### src/rtl/traffic_mon_pkg.sv
// Shared encodings for the traffic-light monitor: phases, FSM states and lamp-pair decode.
package traffic_mon_pkg;

  typedef enum logic [1:0] {
    PH_UNKNOWN = 2'd0,
    PH_RED     = 2'd1,
    PH_GREEN   = 2'd2
  } phase_e;

  typedef enum logic [1:0] {
    SYNC     = 2'd0,
    IN_RED   = 2'd1,
    IN_GREEN = 2'd2
  } state_e;

  // {red, green} as sampled from the controller
  localparam logic [1:0] LAMP_DARK  = 2'b00;
  localparam logic [1:0] LAMP_GREEN = 2'b01;
  localparam logic [1:0] LAMP_RED   = 2'b10;
  localparam logic [1:0] LAMP_BOTH  = 2'b11;

  function automatic phase_e phase_of(input state_e s);
    case (s)
      IN_RED:   return PH_RED;
      IN_GREEN: return PH_GREEN;
      default:  return PH_UNKNOWN;
    endcase
  endfunction

endpackage

### src/rtl/traffic_light_monitor_dwell_counter.sv
// Saturating dwell counter: clear beats load-to-1, load beats increment.
module dwell_counter #(
  parameter int CNT_W = 8
) (
  input  logic             clk,
  input  logic             reset,
  input  logic             clr,
  input  logic             load1,
  input  logic             inc,
  output logic [CNT_W-1:0] count
);

  always_ff @(posedge clk or posedge reset) begin
    if (reset)                   count <= '0;
    else if (clr)                count <= '0;
    else if (load1)              count <= CNT_W'(1);
    else if (inc && count != '1) count <= count + CNT_W'(1);
  end

endmodule

### src/rtl/traffic_light_monitor.sv
// Passive red/green lamp checker: phase decode, alternation, dwell limits, sticky errors.
// Optional MON_DWELL_STATS_EN adds last_dwell / peak_dwell outputs.
module traffic_light_monitor
  import traffic_mon_pkg::*;
#(
  parameter int CNT_W   = 8,
  parameter int RED_MIN = 1,
  parameter int RED_MAX = 2,
  parameter int GRN_MIN = 1,
  parameter int GRN_MAX = 1
) (
  input  logic             clk,
  input  logic             reset,
  input  logic             red,
  input  logic             green,
  input  logic             clr_err,
  output logic [1:0]       phase,
  output logic             synced,
  output logic [CNT_W-1:0] phase_count,
  output logic             err_conflict,
  output logic             err_dark,
  output logic             err_short,
  output logic             err_stuck,
  output logic             err_any
`ifdef MON_DWELL_STATS_EN
  ,
  output logic [CNT_W-1:0] last_dwell,
  output logic [CNT_W-1:0] peak_dwell
`endif
);

  localparam logic [CNT_W-1:0] RMIN = CNT_W'(RED_MIN);
  localparam logic [CNT_W-1:0] RMAX = CNT_W'(RED_MAX);
  localparam logic [CNT_W-1:0] GMIN = CNT_W'(GRN_MIN);
  localparam logic [CNT_W-1:0] GMAX = CNT_W'(GRN_MAX);

  state_e           state, nxt;
  logic [CNT_W-1:0] dwell, cur_min, cur_max;
  logic [1:0]       lamps, own, other;
  logic             d_clr, d_load, d_inc, step;
  logic             s_conf, s_dark, s_short, s_stuck;

  assign lamps   = {red, green};
  assign cur_min = (state == IN_RED) ? RMIN : GMIN;
  assign cur_max = (state == IN_RED) ? RMAX : GMAX;
  assign own     = (state == IN_RED) ? LAMP_RED : LAMP_GREEN;
  assign other   = (state == IN_RED) ? LAMP_GREEN : LAMP_RED;

  always_comb begin
    nxt     = state;
    d_clr   = 1'b0;
    d_load  = 1'b0;
    d_inc   = 1'b0;
    step    = 1'b0;
    s_conf  = 1'b0;
    s_dark  = 1'b0;
    s_short = 1'b0;
    s_stuck = 1'b0;
    case (state)
      SYNC: begin
        // dark before the controller starts is legal, so 00 is ignored here
        case (lamps)
          LAMP_RED:   begin nxt = IN_RED;   d_load = 1'b1; end
          LAMP_GREEN: begin nxt = IN_GREEN; d_load = 1'b1; end
          LAMP_BOTH:  s_conf = 1'b1;
          default: ;
        endcase
      end
      IN_RED, IN_GREEN: begin
        if (lamps == own) begin
          d_inc   = 1'b1;
          s_stuck = (dwell == cur_max);
        end else if (lamps == other) begin
          s_short = (dwell < cur_min);
          nxt     = (state == IN_RED) ? IN_GREEN : IN_RED;
          d_load  = 1'b1;
          step    = 1'b1;
        end else begin
          s_conf = (lamps == LAMP_BOTH);
          s_dark = (lamps == LAMP_DARK);
          nxt    = SYNC;
          d_clr  = 1'b1;
        end
      end
      default: begin
        nxt   = SYNC;
        d_clr = 1'b1;
      end
    endcase
  end

  dwell_counter #(.CNT_W(CNT_W)) u_dwell (
    .clk   (clk),
    .reset (reset),
    .clr   (d_clr),
    .load1 (d_load),
    .inc   (d_inc),
    .count (dwell)
  );

  // a new error in the clearing cycle survives; the rest clear
  always_ff @(posedge clk or posedge reset) begin
    if (reset) begin
      state        <= SYNC;
      phase        <= PH_UNKNOWN;
      synced       <= 1'b0;
      phase_count  <= '0;
      err_conflict <= 1'b0;
      err_dark     <= 1'b0;
      err_short    <= 1'b0;
      err_stuck    <= 1'b0;
    end else begin
      state        <= nxt;
      phase        <= phase_of(nxt);
      synced       <= (nxt != SYNC);
      if (step) phase_count <= phase_count + CNT_W'(1);
      err_conflict <= s_conf  | (err_conflict & ~clr_err);
      err_dark     <= s_dark  | (err_dark     & ~clr_err);
      err_short    <= s_short | (err_short    & ~clr_err);
      err_stuck    <= s_stuck | (err_stuck    & ~clr_err);
    end
  end

  assign err_any = err_conflict | err_dark | err_short | err_stuck;

`ifdef MON_DWELL_STATS_EN
  logic [CNT_W-1:0] dwell_nxt, peak_base;

  // mirror the counter's next value so peak tracks without an extra cycle
  always_comb begin
    dwell_nxt = dwell;
    if (d_clr)                        dwell_nxt = '0;
    else if (d_load)                  dwell_nxt = CNT_W'(1);
    else if (d_inc && dwell != '1)    dwell_nxt = dwell + CNT_W'(1);
    peak_base = clr_err ? '0 : peak_dwell;
  end

  always_ff @(posedge clk or posedge reset) begin
    if (reset) begin
      last_dwell <= '0;
      peak_dwell <= '0;
    end else begin
      if (step) last_dwell <= dwell;
      peak_dwell <= (dwell_nxt > peak_base) ? dwell_nxt : peak_base;
    end
  end
`endif

endmodule

### config.mk
export PLATFORM = sky130hd
export DESIGN_NAME = traffic_light_monitor
export DESIGN_NICKNAME = d
export VERILOG_FILES = /design/src/rtl/traffic_mon_pkg.sv /design/src/rtl/traffic_light_monitor_dwell_counter.sv /design/src/rtl/traffic_light_monitor.sv
export SDC_FILE = /design/constraint.sdc
export NUM_CORES = 1
export LEC_CHECK = 0
export CAP_MARGIN = 10
export CELL_PAD_IN_SITES_DETAIL_PLACEMENT = 1
export CELL_PAD_IN_SITES_GLOBAL_PLACEMENT = 1
export CORE_ASPECT_RATIO = 1.25
export CORE_MARGIN = 1.5
export CORE_UTILIZATION = 45
export DETAILED_ROUTE_END_ITERATION = 10
export PLACE_DENSITY = 0.85
export SYNTH_ARGS = -nofsm -noshare
export SYNTH_HDL_FRONTEND = slang
export SYNTH_HIERARCHICAL = 1
export SYNTH_SLANG_ARGS = --single-unit
export TNS_END_PERCENT = 10
### constraint.sdc
create_clock -name clk -period 6.08 [get_ports clk]
set_input_delay 1.216 -clock clk [delete_from_list [all_inputs] [get_ports clk]]
set_output_delay 1.216 -clock clk [all_outputs]
set_load 0.005 [all_outputs]
==> results.cfg <==
[status]
status = complete, no violations

[logic_synthesis]
synth_top_area_share = 0.414
yosysSeqAreaShare = 0.414
yosys_warnings = 6
ys_types = 50
postSynthCellCount = 146
yosys-top-cells-count = 25 x dfrtp_1, 11 x nand2_1, 10 x ha_1, 10 x inv_1, 7 x nor2_1
ys_ff_latch = 25
synth_edf_count = 0
ys_top_cells_by_area = dfrtp_1 41%, ha_1 8.3%, xor2_1 3.5%, nand2_1 2.7%, inv_1 2.5%
ys_async_sr_fraction = 1.00
syn_nets = 161
netlist_area_sq_um = 1510
synth_ff_type = dfrtp_1
synth_area_leader_cell = dfrtp_1
avgSynthCellArea_sq_um = 10.3
synth_most_common_cell = dfrtp_1

[floorplanning]
core_area_sq_um = 3190
die_y_um = 67.8
fp.dieW_um = 54.8
dieArea_sq_um = 3710
num_rows = 23
num_io_pins = 21
initial_core_util = 0.473

[routing]
drc_errors = 0
via_per_inst = 5.93
drtPass1Iterations = 4
ant_nets = 0
drt_iter0_markers = 38
drt-total-wl_mm = 3.76
vias = 1210
wire_per_inst_um = 18.5

[power]
p_leak_nw = 0.793
p_per_area_nw_per_um2 = 375
ir_drop_uv = 226

[critical_path]
setup.worst_path.class = input pin to flop
reg2reg_from = state[1]
cp_cell_sequence = clkdlybuf4s50_1 > inv_1 > ha_1 > mux2_2 > a22oi_1 > a21oi_1 > or2_1
cp.required_ns = 6.24
cp_slowest_cell = clkdlybuf4s50_1
critPathCaptureType = flop
crit_buf_inv = 2
start_kind = input pin
cp-startpoint = green
worstPathArrival_ns = 3.26
max_stage_delay_ns = 0.66
path_max_fanout = 9
cpLargestDelayFamily = buffers and inverters

[grt]
grtUsageTotal = 0.229
grt_pass1_vias = 1277
gr-total-overflow = 0
grt_max_degree = 18
antenna_found_initial = 0
grt_pass1_wl_mm = 6.21

[timing]
skew_ns = 0.00166
fmax_mhz = 323
final.setup.tns_ns = 0
finalHoldWorstSlack_ns = 0.473
period_minus_slack_ns = 3.09
period_share = 0.509
maxSlewHeadroom = 0.565
hold_violations = 0
rsz0062_at_grt = false
layout_setup_ws_ns = 2.99
setup_viol = 0
worstMarginPinSlew_ns = 0.651
slew_violations = 0

[clock_tree]
path_clk_slew_ns = 0.09
root_buffer = clkbuf_8
h-tree-depth = 1
clock_latency_ns = 0.27
cts_buffers = 3
cts_tree = built
hold_buffers = 0
cts_sinks = 25
clock_path_buffers = 2
cts_resized = 0
cts_setup_buffers = 0

[worst_hold_path]
min_from = phase_count[7]
min_path_type = flop to flop

[placement]
dp.cells = 200
io_buffers = 20
hpwl_mm = 2.89
dp_slack_ns = 2.69
place_congestion = 0.854

[final_layout]
diodes = 0
layout-drive-gt1-share = 0.108
nets = 183
finalNonFillerCells = 204
syn_to_final_growth_pct = 18.1

[run]
max_cap_violations = 0
## metrics by stage
stage | instance area (sq um) | power, mW | utilization
floorplan | 1510 | 0.437 | -
global placement | 1740 | 0.545 | 0.544
detailed placement | 1740 | 0.568 | 0.544
CTS | 1780 | 0.672 | 0.558
global route | 1780 | 0.716 | 0.558
finish | 1780 | 0.669 | 0.558
## cells by family after synthesis
kind of cell             count (synthesis)  synth area share
AO/OA/AOI/OAI                           30             0.147
XOR/XNOR                                 9            0.0522
adder cells (fa/ha/maj)                 10            0.0829
buffers and inverters                   13            0.0381
flip-flops                              25             0.414
multiplexers                             4            0.0290
AND/OR/NAND/NOR                         55             0.237
## sequential cells by signal, indices dropped and copies added (netlist names)
| register | count |
|---|---|
| phase_count | 8 |
| u_dwell/count | 8 |
| phase | 2 |
| state | 2 |
| err_conflict | 1 |
| err_dark | 1 |
| err_short | 1 |
| err_stuck | 1 |
| synced | 1 |
## final cells by class
| cell class | count | area [sq um] |
|---|---|---|
| clock inverters | 1 | 5.00 |
| inverters | 10 | 37.5 |
| flip-flops and latches | 25 | 626 |
| clock buffers | 3 | 41.3 |
| multi-input cells | 108 | 827 |
| well taps | 37 | 46.3 |
| fillers | 355 | 1410 |
| repair buffers | 20 | 200 |
## layout by cell type, fill, tap and decap left out, types with 4 or more instances in the layout
| cell | count |
|---|---|
| o21ai_0 | 4 |
| inv_1 | 10 |
| dfrtp_1 | 25 |
| nand2_1 | 11 |
| a211oi_1 | 4 |
| nor2_1 | 7 |
| nand3_1 | 5 |
| clkdlybuf4s50_1 | 20 |
| and3_1 | 4 |
| ha_1 | 10 |
| xor2_1 | 6 |
| nor4_1 | 4 |
| a21oi_1 | 4 |
## metal layers
layer | wire length [um] | global-route usage | vias to the layer above
li1 | - | - | 578
met1 | 1640 | 0.290 | 604
met2 | 2000 | 0.397 | 24
met3 | 91 | 0.0265 | 4
met4 | 34 | 0.0656 | 0
met5 | 0 | 0 | -
## power breakdown
| group | total (mW) | switching, mW | internal (mW) |
|---|---|---|---|
| logic | 0.313 | 0.164 | 0.149 |
| registers | 0.256 | 0.0505 | 0.205 |
| clock network | 0.101 | 0.0546 | 0.0459 |
## worst paths after layout
check / endpoint / slack (ns) / depth (start not counted)
max: synced / 2.99 / 7
min: phase_count[7] / 0.47 / 1
max reg2reg: u_dwell/count[0] / 3.70 / 8
min reg2reg: phase_count[7] / 0.47 / 1
max in group asynchronous: err_dark / 4.28 / 2
min in group asynchronous: u_dwell/count[6] / 1.25 / 2
No activity file was read; power rests on OpenSTA's default activity.
